--- src/rtl/connect4_pkg.sv ---
// -----------------------------------------------------------------------------
// connect4_pkg
// Shared constants and types for the Connect-4 game controller:
//   board geometry, win length, move limit, cell/winner encodings,
//   controller state encoding, line-direction deltas and small helpers.
// -----------------------------------------------------------------------------
package connect4_pkg;

  localparam int ROWS      = 6;
  localparam int COLS      = 7;
  localparam int WIN_LEN   = 4;
  localparam int MAX_MOVES = 42;

  typedef enum logic [1:0] {
    EMPTY = 2'b00,
    P1    = 2'b01,
    P2    = 2'b10
  } cell_t;

  // Winner codes for a player win reuse that player's cell code.
  localparam logic [1:0] WIN_NONE = 2'b00;
  localparam logic [1:0] WIN_DRAW = 2'b11;

  typedef enum logic [2:0] {
    S_IDLE      = 3'd0,
    S_SCAN      = 3'd1,
    S_PLACE     = 3'd2,
    S_CHECK     = 3'd3,
    S_NEXT_TURN = 3'd4,
    S_GAME_OVER = 3'd5
  } state_t;

  // Direction indices, in the order the line checker walks them.
  localparam logic [1:0] DIR_H = 2'd0;  // (0,+1)
  localparam logic [1:0] DIR_V = 2'd1;  // (+1,0)
  localparam logic [1:0] DIR_D = 2'd2;  // (+1,+1)
  localparam logic [1:0] DIR_A = 2'd3;  // (+1,-1)

  // Row delta of a direction.
  function automatic logic signed [3:0] dir_dr(input logic [1:0] d);
    case (d)
      DIR_H:   return 4'sd0;
      DIR_V:   return 4'sd1;
      DIR_D:   return 4'sd1;
      DIR_A:   return 4'sd1;
      default: return 4'sd0;
    endcase
  endfunction

  // Column delta of a direction.
  function automatic logic signed [3:0] dir_dc(input logic [1:0] d);
    case (d)
      DIR_H:   return 4'sd1;
      DIR_V:   return 4'sd0;
      DIR_D:   return 4'sd1;
      DIR_A:   return -4'sd1;
      default: return 4'sd0;
    endcase
  endfunction

  // The player whose turn follows p.
  function automatic logic [1:0] other_player(input logic [1:0] p);
    return (p == P1) ? P2 : P1;
  endfunction

endpackage

--- src/rtl/c4_line_checker.sv ---
// -----------------------------------------------------------------------------
// c4_line_checker
// Sequential win detector for the piece just placed at (row_i, col_i).
// Walks the four line directions one cell per cycle, counting contiguous
// cells owned by player_i on both sides of the origin.
// Ports:
//   clk, rst_n  clock / asynchronous active-low reset
//   abort_i     abandon any walk in progress
//   start_i     one-cycle pulse: latch origin and player, begin walking
//   grid_i      board contents (row-major, row 0 on top)
//   row_i/col_i origin of the newly placed piece
//   player_i    owner of the newly placed piece
//   done_o      one-cycle pulse when the walk has finished
//   win_o       valid with done_o: a line of WIN_LEN was found
// -----------------------------------------------------------------------------
module c4_line_checker
  import connect4_pkg::*;
(
  input  logic                          clk,
  input  logic                          rst_n,
  input  logic                          abort_i,
  input  logic                          start_i,
  input  logic [0:ROWS-1][0:COLS-1][1:0] grid_i,
  input  logic [2:0]                    row_i,
  input  logic [2:0]                    col_i,
  input  logic [1:0]                    player_i,
  output logic                          done_o,
  output logic                          win_o
);

  logic              run_q;
  logic [1:0]        dir_q;
  logic              neg_q;     // 0: walking the + sense, 1: the - sense
  logic [1:0]        steps_q;
  logic [2:0]        count_q;
  logic signed [3:0] pr_q, pc_q;  // current walk position
  logic signed [3:0] or_q, oc_q;  // latched origin
  logic [1:0]        ply_q;
  logic              done_q, win_q;

  logic signed [3:0] dr_s, dc_s, nr_s, nc_s;
  logic              inb_s, match_s;
  logic [2:0]        ri_s, ci_s;

  // Next cell of the walk, its bounds test and whether it extends the line.
  always_comb begin
    dr_s = dir_dr(dir_q);
    dc_s = dir_dc(dir_q);
    if (neg_q) begin
      nr_s = pr_q - dr_s;
      nc_s = pc_q - dc_s;
    end else begin
      nr_s = pr_q + dr_s;
      nc_s = pc_q + dc_s;
    end
    // Signed compare catches a step to -1 before it can alias to index 7.
    inb_s = (nr_s >= 4'sd0) && (nr_s < $signed(4'(ROWS))) &&
            (nc_s >= 4'sd0) && (nc_s < $signed(4'(COLS)));
    if (inb_s) begin
      ri_s = nr_s[2:0];
      ci_s = nc_s[2:0];
    end else begin
      ri_s = 3'd0;
      ci_s = 3'd0;
    end
    match_s = inb_s && (grid_i[ri_s][ci_s] == ply_q) && (steps_q < 2'd3);
  end

  // Walk sequencer: + sense then - sense per direction, early exit on a win.
  always_ff @(posedge clk or negedge rst_n) begin
    if (!rst_n) begin
      run_q   <= 1'b0;
      dir_q   <= DIR_H;
      neg_q   <= 1'b0;
      steps_q <= 2'd0;
      count_q <= 3'd1;
      pr_q    <= 4'sd0;
      pc_q    <= 4'sd0;
      or_q    <= 4'sd0;
      oc_q    <= 4'sd0;
      ply_q   <= EMPTY;
      done_q  <= 1'b0;
      win_q   <= 1'b0;
    end else begin
      done_q <= 1'b0;
      win_q  <= 1'b0;
      if (abort_i) begin
        run_q <= 1'b0;
      end else if (start_i) begin
        run_q   <= 1'b1;
        dir_q   <= DIR_H;
        neg_q   <= 1'b0;
        steps_q <= 2'd0;
        count_q <= 3'd1;
        pr_q    <= $signed({1'b0, row_i});
        pc_q    <= $signed({1'b0, col_i});
        or_q    <= $signed({1'b0, row_i});
        oc_q    <= $signed({1'b0, col_i});
        ply_q   <= player_i;
      end else if (run_q) begin
        if (match_s) begin
          count_q <= count_q + 3'd1;
          steps_q <= steps_q + 2'd1;
          pr_q    <= nr_s;
          pc_q    <= nc_s;
          if ((count_q + 3'd1) >= 3'(WIN_LEN)) begin
            run_q  <= 1'b0;
            done_q <= 1'b1;
            win_q  <= 1'b1;
          end
        end else if (!neg_q) begin
          neg_q   <= 1'b1;
          steps_q <= 2'd0;
          pr_q    <= or_q;
          pc_q    <= oc_q;
        end else if (dir_q == DIR_A) begin
          run_q  <= 1'b0;
          done_q <= 1'b1;
        end else begin
          dir_q   <= dir_q + 2'd1;
          neg_q   <= 1'b0;
          steps_q <= 2'd0;
          count_q <= 3'd1;
          pr_q    <= or_q;
          pc_q    <= oc_q;
        end
      end
    end
  end

  assign done_o = done_q;
  assign win_o  = win_q;

endmodule

--- src/rtl/connect4_game_ctrl.sv ---
// -----------------------------------------------------------------------------
// connect4_game_ctrl
// Game sequencer owning the 6x7 board shown by the renderer.
// Ports:
//   clk, rst_n    clock / asynchronous active-low reset
//   move_left     pulse: cursor one column left (saturating)
//   move_right    pulse: cursor one column right (saturating)
//   drop          pulse: drop the current player's piece in the cursor column
//   new_game      pulse: clear board and restart (overrides everything)
//   grid          registered board, 00 empty / 01 P1 / 10 P2
//   cursor_col    selected column 0..6
//   cur_player    player to move, 01 or 10
//   busy          a move is being processed
//   game_over     game finished, board frozen
//   winner        00 none, 01 P1, 10 P2, 11 draw
//   invalid_move  one-cycle pulse: drop into a full column rejected
// -----------------------------------------------------------------------------
module connect4_game_ctrl
  import connect4_pkg::*;
(
  input  logic                          clk,
  input  logic                          rst_n,
  input  logic                          move_left,
  input  logic                          move_right,
  input  logic                          drop,
  input  logic                          new_game,
  output logic [0:ROWS-1][0:COLS-1][1:0] grid,
  output logic [2:0]                    cursor_col,
  output logic [1:0]                    cur_player,
  output logic                          busy,
  output logic                          game_over,
  output logic [1:0]                    winner,
  output logic                          invalid_move
);

  state_t                        state_q;
  logic [0:ROWS-1][0:COLS-1][1:0] grid_q;
  logic [2:0]                    cursor_q;
  logic [1:0]                    player_q;
  logic [5:0]                    move_cnt_q;
  logic [1:0]                    winner_q;
  logic                          invalid_q;
  logic                          busy_q;
  logic                          game_over_q;
  logic [2:0]                    row_q;
  logic [2:0]                    col_q;
  logic                          chk_start_q;

  logic chk_done_s, chk_win_s;

  c4_line_checker u_checker (
    .clk      (clk),
    .rst_n    (rst_n),
    .abort_i  (new_game),
    .start_i  (chk_start_q),
    .grid_i   (grid_q),
    .row_i    (row_q),
    .col_i    (col_q),
    .player_i (player_q),
    .done_o   (chk_done_s),
    .win_o    (chk_win_s)
  );

  // Game FSM, cursor and board with registered status outputs.
  always_ff @(posedge clk or negedge rst_n) begin
    if (!rst_n) begin
      state_q     <= S_IDLE;
      grid_q      <= '0;
      cursor_q    <= 3'd3;
      player_q    <= P1;
      move_cnt_q  <= 6'd0;
      winner_q    <= WIN_NONE;
      invalid_q   <= 1'b0;
      busy_q      <= 1'b0;
      game_over_q <= 1'b0;
      row_q       <= 3'd0;
      col_q       <= 3'd0;
      chk_start_q <= 1'b0;
    end else if (new_game) begin
      state_q     <= S_IDLE;
      grid_q      <= '0;
      cursor_q    <= 3'd3;
      player_q    <= P1;
      move_cnt_q  <= 6'd0;
      winner_q    <= WIN_NONE;
      invalid_q   <= 1'b0;
      busy_q      <= 1'b0;
      game_over_q <= 1'b0;
      row_q       <= 3'd0;
      col_q       <= 3'd0;
      chk_start_q <= 1'b0;
    end else begin
      invalid_q   <= 1'b0;
      chk_start_q <= 1'b0;

      // Simultaneous left+right cancels; both ends saturate.
      if (state_q != S_GAME_OVER) begin
        if (move_left && !move_right && (cursor_q != 3'd0)) begin
          cursor_q <= cursor_q - 3'd1;
        end else if (move_right && !move_left && (cursor_q != 3'(COLS-1))) begin
          cursor_q <= cursor_q + 3'd1;
        end
      end

      case (state_q)
        S_IDLE: begin
          if (drop) begin
            col_q <= cursor_q;
            if (grid_q[0][cursor_q] != EMPTY) begin
              invalid_q <= 1'b1;
            end else begin
              row_q   <= 3'(ROWS-1);
              state_q <= S_SCAN;
              busy_q  <= 1'b1;
            end
          end
        end
        // Top row is known empty, so the upward scan always terminates.
        S_SCAN: begin
          if (grid_q[row_q][col_q] == EMPTY) begin
            state_q <= S_PLACE;
          end else begin
            row_q <= row_q - 3'd1;
          end
        end
        S_PLACE: begin
          grid_q[row_q][col_q] <= player_q;
          move_cnt_q           <= move_cnt_q + 6'd1;
          chk_start_q          <= 1'b1;
          state_q              <= S_CHECK;
        end
        S_CHECK: begin
          if (chk_done_s) begin
            if (chk_win_s) begin
              winner_q    <= player_q;
              state_q     <= S_GAME_OVER;
              busy_q      <= 1'b0;
              game_over_q <= 1'b1;
            end else begin
              state_q <= S_NEXT_TURN;
            end
          end
        end
        S_NEXT_TURN: begin
          busy_q <= 1'b0;
          if (move_cnt_q == 6'(MAX_MOVES)) begin
            winner_q    <= WIN_DRAW;
            state_q     <= S_GAME_OVER;
            game_over_q <= 1'b1;
          end else begin
            player_q <= other_player(player_q);
            state_q  <= S_IDLE;
          end
        end
        S_GAME_OVER: begin
          state_q <= S_GAME_OVER;
        end
        default: begin
          state_q     <= S_IDLE;
          busy_q      <= 1'b0;
          game_over_q <= 1'b0;
        end
      endcase
    end
  end

  assign grid         = grid_q;
  assign cursor_col   = cursor_q;
  assign cur_player   = player_q;
  assign busy         = busy_q;
  assign game_over    = game_over_q;
  assign winner       = winner_q;
  assign invalid_move = invalid_q;

endmodule

--- config.mk ---
export PLATFORM = sky130hd
export DESIGN_NAME = connect4_game_ctrl
export DESIGN_NICKNAME = d
export VERILOG_FILES = /design/src/rtl/connect4_pkg.sv /design/src/rtl/c4_line_checker.sv /design/src/rtl/connect4_game_ctrl.sv
export SDC_FILE = /design/constraint.sdc
export NUM_CORES = 1
export LEC_CHECK = 0
export ABC_CLOCK_PERIOD_IN_PS = 4500
export CORE_ASPECT_RATIO = 1.4
export CORE_MARGIN = 4
export CORE_UTILIZATION = 51
export DETAILED_ROUTE_END_ITERATION = 6
export PLACE_DENSITY = 0.78
export SYNTH_ARGS = -nofsm -noshare
export SYNTH_HDL_FRONTEND = slang
export SYNTH_SLANG_ARGS = --single-unit
--- constraint.sdc ---
create_clock -name clk -period 4.5 [get_ports clk]
set_clock_uncertainty 0.1 [all_clocks]
set_input_delay 0.9 -clock clk [delete_from_list [all_inputs] [get_ports clk]]
set_output_delay 0.9 -clock clk [all_outputs]
set_load 0.005 [all_outputs]
==> impl_metrics.ini <==
[timing]
worst_slack_ns = 0.104
tightest_slew_ns = 1.21
hold_ws_ns = 0.388
finalCritPeriodShare_pct = 97.7
fmax_ghz = 0.227
hold_violations = 0
rsz0062_at_grt = yes
fin_crit_ns = 4.40
tns_ns = 0
setup_viol = 0
slew_headroom_pct = 19.0
maxSlewViolCount = 0

[global_routing]
gr-usage-all-layers_pct = 30.6
grt-ovfl-total = 0
grt_pass1_wl_um = 43600
grt_pass1_vias = 8265
antenna_found_initial = 0
grt_max_degree = 96

[worst_setup_path]
setup.worst_path.end_class = flop
crit_required_ns = 4.71
startpoint_type = flop
critPathMaxFanout = 8
slowest_stage = or4_4
regToRegSetupSlack_ns = 0.10
r2r_cells = 16
path_cells = ha_4 > nor3_4 > nor2_4 > ha_1 > nor2b_1 > or4_4 > o221ai_4 > nand4_4 > or4_4 > a31oi_4 > a31oi_4 > a211oi_4 > o21ai_1 > o21a_2 > or3_1 > o211a_1
crit_arrival_ns = 4.61
critical_path_class = flop to flop
reg2reg_to = u_checker.pc_q[1]
worst-path-buf-inv = 0
cpPeakStageDelay_ns = 0.47
critPathTopFamily = simple AND/OR/NAND/NOR gates
reg2reg_from = u_checker.dir_q[0]

[power_and_ir_drop]
power_density_nw_per_um2 = 739
power.leakage_nw = 4.16
p_sw_mw = 3.50
vdd_drop_max_mv = 0.403
p_seq_share_pct = 20.9
power.clock.fraction_pct = 19.4
swShare_pct = 45.2
pwr-share-comb_pct = 59.7
intPower_mw = 4.24

[clock_network]
cts_htree_levels = 4
insertion_delay_ns = 0.43
cts.path.max_buffers = 2
cts.sinks = 137
cts_tree = yes
clock-root-buffer = clkbuf_16
clkTransAtPathRegs_ns = 0.06
cts_buffers = 17

[flow_run]
cap_violations = 0

[status]
status = complete, no violations

[route]
antenna_left = 0
via_per_inst = 6.49
via_count = 8213
drt_wl_total_um = 27400
drt_iter0_drc = 844
wl_per_cell_um = 21.6
first_pass_iters = 5
drc = 0

[placed_design]
placed_cell_area_um2 = 9590
globalplace.congestion = 0.926
place_hpwl_um = 18600
dp_slack_ns = -0.0460
portBuffers = 99

[synthesis]
synth_xor_area_share_pct = 2.03
synth_mux_area_share_pct = 6.79
syn_area_um2 = 8260
yosys_most_used_dff = dfrtp_1
synth_top_family_by_area = simple AND/OR/NAND/NOR gates
synthSimpleGateAreaFrac_pct = 23.1
syn_avg_cell_area_um2 = 8.65
async_flop_share_pct = 100
synth_compound_area_share_pct = 19.2
ys_ff_latch = 137
synth_fa_ha_area_share_pct = 2.85
synth_fp_nets = 977
yosysWarnings = 0
syn_inst = 954
synth_cell_types = 84
synth-edff-count = 0
ys_seq_area_share_pct = 41.6

[cells_and_area]
final_area_um2 = 10500
area_growth_pct = 26.8
layout.nets = 1080
utilization_pct = 66.5
nFillCells = 1295
drive_above_1_share_pct = 15.5
diodes = 0

[hold_path]
hold_path.startpoint = u_checker.or_q[2]
min_path_type = flop to flop
whs_endpoint = u_checker.or_q[2]
hold_depth = 2

[floorplan]
core_area_um2 = 15700
dieArea_um2 = 18300
std_cell_rows = 54
fp.dieW_um = 116
start_util_pct = 52.4
die_y_um = 159
ioPinCount = 100
worst min-delay path: cells and delay by family, from the launching register on:
family | cells | cell delay (ns)
AND/OR/NAND/NOR | 2 | 0.10
flip-flops | 1 | 0.35
worst max path at each step:
stage | endpoint | depth (start not counted) | from
2_1_floorplan | u_checker.pc_q[0] | 18 | u_checker.dir_q[0]
3_3_place_gp | u_checker.count_q[1] | 18 | u_checker.dir_q[0]
3_5_place_dp | u_checker.count_q[1] | 18 | u_checker.dir_q[0]
4_1_cts | u_checker.count_q[1] | 18 | u_checker.dir_q[1]
5_1_grt | u_checker.pc_q[1] | 17 | u_checker.dir_q[0]
6_report | u_checker.pc_q[1] | 16 | u_checker.dir_q[0]
cell type report:
cell class / instances / area, um^2 / area share (%)
clock buffer: 18 / 439 / 4.20
clock inverter: 14 / 186 / 1.78
inverter: 26 / 97.6 / 0.932
multi-input combinational: 722 / 4660 / 44.5
sequential: 137 / 3430 / 32.8
tap: 196 / 245 / 2.34
timing repair buffer: 153 / 1400 / 13.4
synth_stat cells (5+ instances only):
cell	count	share of area, %
and3_1	6	0.45
and4b_1	5	0.61
buf_1	10	0.45
clkbuf_1	55	2.5
o311ai_0	5	0.53
a21oi_1	86	5.2
inv_1	24	1.1
or3_1	6	0.45
o2111ai_1	7	0.74
a31oi_1	9	0.68
ha_1	14	2.1
o31ai_1	5	0.45
nand2_1	161	7.3
o211a_1	5	0.61
and2_1	9	0.68
xor2_1	9	0.95
mux4_2	9	2.5
nand2b_1	10	0.76
mux2i_1	29	3.5
nor3_1	16	0.97
xnor2_1	7	0.74
nand3_1	72	4.4
dfrtp_1	133	40
a211oi_1	8	0.73
mux2_2	6	0.82
nor4_1	8	0.61
nand4_1	13	0.99
nor2_1	60	2.7
nor2b_1	12	0.91
o211ai_1	5	0.45
o21ai_0	64	3.9
kinds of logic after synthesis:
| group | count (synthesis) |
|---|---|
| AOI/OAI and AO/OA | 246 |
| adders and majority gates | 17 |
| xor gates and xnor gates | 17 |
| muxes | 44 |
| DFF | 137 |
| and+or+nand+nor | 397 |
| buffers and inverters | 96 |
layer usage:
metal | share of wire (%) | GRT usage [%]
met5 | 0 | 0
met3 | 6.7 | 5.21
met4 | 5.8 | 16.3
met1 | 37 | 37.2
met2 | 51 | 51.6
repair_timing:
item / in CTS / in global routing
endpoints found under the setup margin: 16 / 19
hold buffers: 0 / 0
buffers inserted: 1 / 8
gates resized for setup: 7 / 32
gates cloned: 0 / 1
pin swaps: 2 / 18
flip-flops by register name (all words and copies together), names as in the netlist, 2 cells and up:
name	flops
col_q	3
cur_player	2
cursor_col	3
grid	84
move_cnt_q	6
row_q	3
state_q	3
u_checker.count_q	3
u_checker.dir_q	2
u_checker.oc_q	3
u_checker.or_q	3
u_checker.pc_q	4
u_checker.ply_q	2
u_checker.pr_q	4
u_checker.steps_q	2
winner	2
placed cells by master (no fill, tap or decap), types with 12 or more instances in the layout:
master | netlist | layout
mux2i_1 | 29 | 29
nand3_1 | 72 | 72
clkbuf_16 | 0 | 17
nor2_1 | 60 | 57
inv_1 | 24 | 23
nor2b_1 | 12 | 12
o21ai_0 | 64 | 64
buf_4 | 0 | 53
nand4_1 | 13 | 13
a21oi_1 | 86 | 86
nand2_1 | 161 | 161
clkdlybuf4s50_1 | 0 | 97
dfrtp_1 | 133 | 132
power groups by stage:
stage | sequential [mW] | clock [mW] | combinational, mW
final | 1.62 | 1.50 | 4.62
after global routing | 1.64 | 1.56 | 4.92
after CTS | 1.60 | 1.50 | 3.99
after detailed placement | 1.62 | 0 | 3.90
after global placement | 1.62 | 0 | 3.88
after floorplan | 1.50 | 0 | 2.67
metrics by stage:
step,power (mW),std cells
after detailed placement,5.52,1224
after global routing,8.12,1266
after global placement,5.49,1224
after CTS,7.10,1257
after floorplan,4.17,954
final,7.74,1266
Power figures use the tool's default switching activity.
